[src/rtl/pipe_pkg.sv]
// Shared types and constants for the pipeline stage buffers.
// Payload layout of the ID/EX stage: five 32-bit fields.
package pipe_pkg;

    typedef enum logic [1:0] {
        EMPTY = 2'd0,
        HALF  = 2'd1,
        FULL  = 2'd2
    } pipe_state_t;

    localparam int FIELD_W = 32;
    localparam int ID_EX_W = 5 * FIELD_W;

    // Bit offsets of each field inside the ID/EX payload.
    localparam int INS = 0;
    localparam int PC8 = 32;
    localparam int RD1 = 64;
    localparam int RD2 = 96;
    localparam int EXT = 128;

    // PC+8 field resets to the boot vector so a bubble carries a sane PC.
    localparam logic [ID_EX_W-1:0] PIPE_RST_ID_EX = {96'h0, 32'h0000_3000, 32'h0};
    localparam logic [ID_EX_W-1:0] PIPE_RST_EX_MEM = '0;
    localparam logic [ID_EX_W-1:0] PIPE_RST_MEM_WB = '0;

endpackage

[src/rtl/pipe_sat_cnt.sv]
// Saturating up-counter with enable and synchronous clear.
module pipe_sat_cnt #(
    parameter int W = 32
) (
    input  logic         clk,
    input  logic         clr,
    input  logic         en,
    output logic [W-1:0] cnt
);

    logic [W-1:0] cnt_q;

    always_ff @(posedge clk) begin
        if (clr) begin
            cnt_q <= '0;
        end else if (en && (cnt_q != '1)) begin
            cnt_q <= cnt_q + W'(1);
        end
    end

    assign cnt = cnt_q;

endmodule

[src/rtl/pipe_stage_buf.sv]
// Valid/ready pipeline stage register, optionally with a skid entry so that
// in_ready does not depend combinationally on out_ready.
//
//   state | meaning
//   EMPTY | no payload held, out_valid low
//   HALF  | main register holds the next payload
//   FULL  | main and skid both hold payloads, upstream is stalled
module pipe_stage_buf import pipe_pkg::*; #(
    parameter int                 DATA_W  = 160,
    parameter logic [DATA_W-1:0]  RST_VAL = DATA_W'(PIPE_RST_ID_EX),
    parameter bit                 SKID    = 1'b1
) (
    input  logic              clk,
    input  logic              rst,
    input  logic              flush,
    input  logic              in_valid,
    output logic              in_ready,
    input  logic [DATA_W-1:0] in_data,
    output logic              out_valid,
    input  logic              out_ready,
    output logic [DATA_W-1:0] out_data,
    output logic [31:0]       stall_cnt
);

    logic accept;
    logic deliver;

    assign accept  = in_valid && in_ready;
    assign deliver = out_valid && out_ready;

    generate
        if (SKID) begin : g_skid
            pipe_state_t       state;
            logic [DATA_W-1:0] main_q;
            logic [DATA_W-1:0] skid_q;

            always_ff @(posedge clk) begin
                if (rst || flush) begin
                    state  <= EMPTY;
                    main_q <= RST_VAL;
                    skid_q <= RST_VAL;
                end else begin
                    case (state)
                        EMPTY: begin
                            if (accept) begin
                                state  <= HALF;
                                main_q <= in_data;
                            end
                        end
                        HALF: begin
                            if (accept && deliver) begin
                                main_q <= in_data;
                            end else if (accept) begin
                                state  <= FULL;
                                skid_q <= in_data;
                            end else if (deliver) begin
                                state <= EMPTY;
                            end
                        end
                        FULL: begin
                            if (deliver) begin
                                state  <= HALF;
                                main_q <= skid_q;
                            end
                        end
                        default: state <= EMPTY;
                    endcase
                end
            end

            // Depends only on the state register, never on out_ready.
            assign in_ready  = (state != FULL) && !flush && !rst;
            assign out_valid = (state != EMPTY);
            assign out_data  = main_q;
        end else begin : g_single
            logic              valid_q;
            logic [DATA_W-1:0] main_q;

            always_ff @(posedge clk) begin
                if (rst || flush) begin
                    valid_q <= 1'b0;
                    main_q  <= RST_VAL;
                end else if (accept) begin
                    valid_q <= 1'b1;
                    main_q  <= in_data;
                end else if (deliver) begin
                    valid_q <= 1'b0;
                end
            end

            assign in_ready  = (!valid_q || out_ready) && !flush && !rst;
            assign out_valid = valid_q;
            assign out_data  = main_q;
        end
    endgenerate

    pipe_sat_cnt #(.W(32)) u_stall (
        .clk (clk),
        .clr (rst),
        .en  (out_valid && !out_ready),
        .cnt (stall_cnt)
    );

endmodule

[config.mk]
export PLATFORM = sky130hd
export DESIGN_NAME = pipe_stage_buf
export DESIGN_NICKNAME = d
export VERILOG_FILES = /design/src/rtl/pipe_pkg.sv /design/src/rtl/pipe_sat_cnt.sv /design/src/rtl/pipe_stage_buf.sv
export SDC_FILE = /design/constraint.sdc
export NUM_CORES = 1
export LEC_CHECK = 0
export CORE_MARGIN = 10
export CORE_UTILIZATION = 53
export CTS_CLUSTER_SIZE = 24
export DETAILED_ROUTE_END_ITERATION = 8
export GPL_TIMING_DRIVEN = 0
export PLACE_DENSITY = 0.93
export SYNTH_ARGS = -nofsm -noshare
export SYNTH_HDL_FRONTEND = slang
export SYNTH_SLANG_ARGS = --single-unit
[constraint.sdc]
create_clock -name clk -period 3.5 [get_ports clk]
set_input_delay 0.525 -clock clk [delete_from_list [all_inputs] [get_ports clk]]
set_output_delay 0.525 -clock clk [all_outputs]
set_load 0.05 [all_outputs]
==> impl_metrics.tcl <==
set metrics [dict create \
    status "completed" \
    start_kind "flip-flop" \
    synth_cells 1793 \
    die-area_mm2 0.0332 \
    max_slew.worst_pin.slew_ns 0.861 \
    dp.final_hpwl_um 36500 \
    clk_latency_ns 0.52 \
    area_delta_synth_final_pct 38.2 \
    overflow 0 \
    setup_violations 0 \
    cts_setup_buffers 0 \
    synthXorXnorAreaFrac_pct 0.565 \
    core-area_mm2 0.0260 \
    muxShareOfSynthArea_pct 0.0717 \
    yosys_warnings 0 \
    drc 0 \
    grt_use_total_pct 28.7 \
    dr.pass1.iters 5 \
    cp_max_fo 10 \
    cts-root-buf "clkbuf_16" \
    syn_area_mm2 0.0140 \
    drive_gt1_share_pct 4.79 \
    synth_top_flop_cell "dfxtp_1" \
    rsz0062_at_grt "false" \
    io_pins 359 \
    yosys.area_share.simple_pct 31.2 \
    fmaxAchievable_mhz 305 \
    ys_ff_latch 354 \
    drtIter0Drc 1343 \
    synth_top_family_by_area "simple AND/OR/NAND/NOR gates" \
    arrival_ns 2.75 \
    synth_edf_count 0 \
    peakVddDrop_mv 0.357 \
    path_cells "clkbuf_2, nor2b_1, buf_2, clkbuf_1, nor2_1, clkdlybuf4s50_1" \
    grt_max_degree 15 \
    skew_ns 0.0115 \
    synth_area_leaders "dfxtp_1 (51%), nand2_1 (17%), a311oi_1 (10%)" \
    hold_viol 0 \
    p_total_mw 9.21 \
    rows 59 \
    hold_class "reg -> reg" \
    fp.dieH_um 182 \
    slew_headroom_pct 42.6 \
    gp_congestion 0.934 \
    start_util_pct 53.7 \
    yosys.area.top_type "dfxtp_1" \
    cts_sinks 354 \
    yosys-top-cells-count "nand2_1 (649), dfxtp_1 (354), nor2_1 (183)" \
    post-route-cell-area_mm2 0.0193 \
    yosys.cell_types.count 49 \
    p_leak_nw 7.55 \
    ant_nets 0 \
    max_cap_viol_count 0 \
    drt_wl_total_um 50900 \
    timing.final.ws_setup_ns 0.224 \
    fp.dieW_um 182 \
    dr_total_vias 15000 \
    viasPerCell 5.88 \
    synth_most_common_cell "nand2_1" \
    synth_compound_area_share_pct 13.0 \
    post-place-ws_ns -0.0675 \
    fin_setup_tns_ns 0 \
    period_minus_slack_ns 3.28 \
    dpl-instance-area_mm2 0.0180 \
    grt_pass1_vias 15000 \
    slowest_stage "clkdlybuf4s50_1" \
    synth.avg_cell_area_um2 7.79 \
    ys_seq_area_share_pct 50.8 \
    syn_nets 1959 \
    grt_pass1_wl_um 78700 \
    synthArstFlopShare_pct 0 \
    holdBufCountCts 0 \
    synth_top_area_share_pct 50.8 \
    crit_type "reg -> out" \
    synth_fa_ha_area_share_pct 0.0896 \
    cts_buffer_depth 3 \
    wl_per_cell_um 19.9 \
    cts_tree "yes" \
    max_stage_delay_ns 0.78 \
    antenna_found_initial 8 \
    critPathRequiredTime_ns 2.97 \
    cts_buffers 37 \
    min_period_over_period_pct 93.6 \
    clkTransAtPathRegs_ns 0.06 \
    power.density_mw_per_mm2 477 \
    portBuffers 357 \
    cts-resized-gates 0 \
    nets 2354 \
    critPathCaptureType "output pin" \
    drv_slew 0 \
    ctsHtreeMaxLevel 2 \
]
[where the power goes]
part	switching, mW	internal (mW)
Combinational	0.500	0.325
Clock	1.65	2.61
Sequential	0.0366	4.08
Total	2.18	7.02
[metal layers]
layer / vias to the layer above / share of wire (%) / track usage [%]
li1: 6910 / - / -
met1: 7116 / 36 / 31.3
met2: 843 / 48 / 49.2
met3: 174 / 11 / 9.57
met4: 4 / 5.1 / 14.1
met5: - / 0.045 / 0
[registers in the layout, indices dropped and copies added, names as in the netlist]
| signal | flops |
|---|---|
| g_skid.skid_q | 160 |
| out_data | 160 |
| u_stall.cnt | 32 |
| g_skid.state | 2 |
[cells in the final DEF, fill, tap and decap left out, drive strengths merged, types with 5 or more instances in the layout]
| master | Yosys | final |
|---|---|---|
| clkbuf | 106 | 158 |
| diode | 0 | 7 |
| clkinv | 0 | 5 |
| a311oi | 161 | 161 |
| o31ai | 7 | 7 |
| inv | 4 | 5 |
| bufinv | 0 | 5 |
| a21oi | 24 | 24 |
| or4 | 6 | 6 |
| or3 | 16 | 16 |
| dfxtp | 354 | 354 |
| nand2 | 649 | 649 |
| xor2 | 5 | 5 |
| clkdlybuf4s50 | 0 | 357 |
| o21ai | 18 | 18 |
| nand4 | 9 | 9 |
| buf | 42 | 42 |
| nor2 | 184 | 184 |
| nand3 | 168 | 168 |
[logic make-up after synthesis]
logic type                 count (synthesis)
DFF                                      354
and+or+nand+nor                         1055
adders and majority gates                  1
xor gates and xnor gates                   9
muxes                                      1
AOI/OAI and AO/OA                        221
buffers and inverters                    152
[critical path, delay by kind of cell (launching register included)]
family,cells,cell delay (ns)
buffers and inverters,4,1.70
DFF,1,0.30
and+or+nand+nor,2,0.24
[final cells by class]
cell class,count,area [µm²]
sequential,354,7090
fill,1862,6690
multi-input combinational,1287,6270
timing repair buffer,357,3570
clock buffer,53,1130
buffer,147,592
tap,335,419
clock inverter,13,199
antenna,7,17.5
inverter,4,15.0
[final timing paths]
check | from | end | slack, ns | cells after the start
max reg2reg | g_skid.state[1]$_SDFFE_PP0P_ | out_data[84]$_SDFFE_PP0P_ | 0.69 | 8
max | g_skid.state[1]$_SDFFE_PP0P_ | in_ready | 0.22 | 6
min | g_skid.skid_q[92]$_SDFFE_PP0P_ | g_skid.skid_q[92]$_SDFFE_PP0P_ | 0.45 | 2
min reg2reg | g_skid.skid_q[92]$_SDFFE_PP0P_ | g_skid.skid_q[92]$_SDFFE_PP0P_ | 0.45 | 2
[stage by stage]
step / utilization, % / hold WS [ns] / std cells
after global routing: 74.2 / 0.471 / 2554
after floorplan: - / 0.434 / 1793
after CTS: 74.2 / 0.455 / 2550
after global placement: 69.1 / 0.441 / 2485
final: 74.3 / 0.454 / 2557
after detailed placement: 69.1 / 0.445 / 2485
Note: power is estimated with default switching activity, not from simulation.
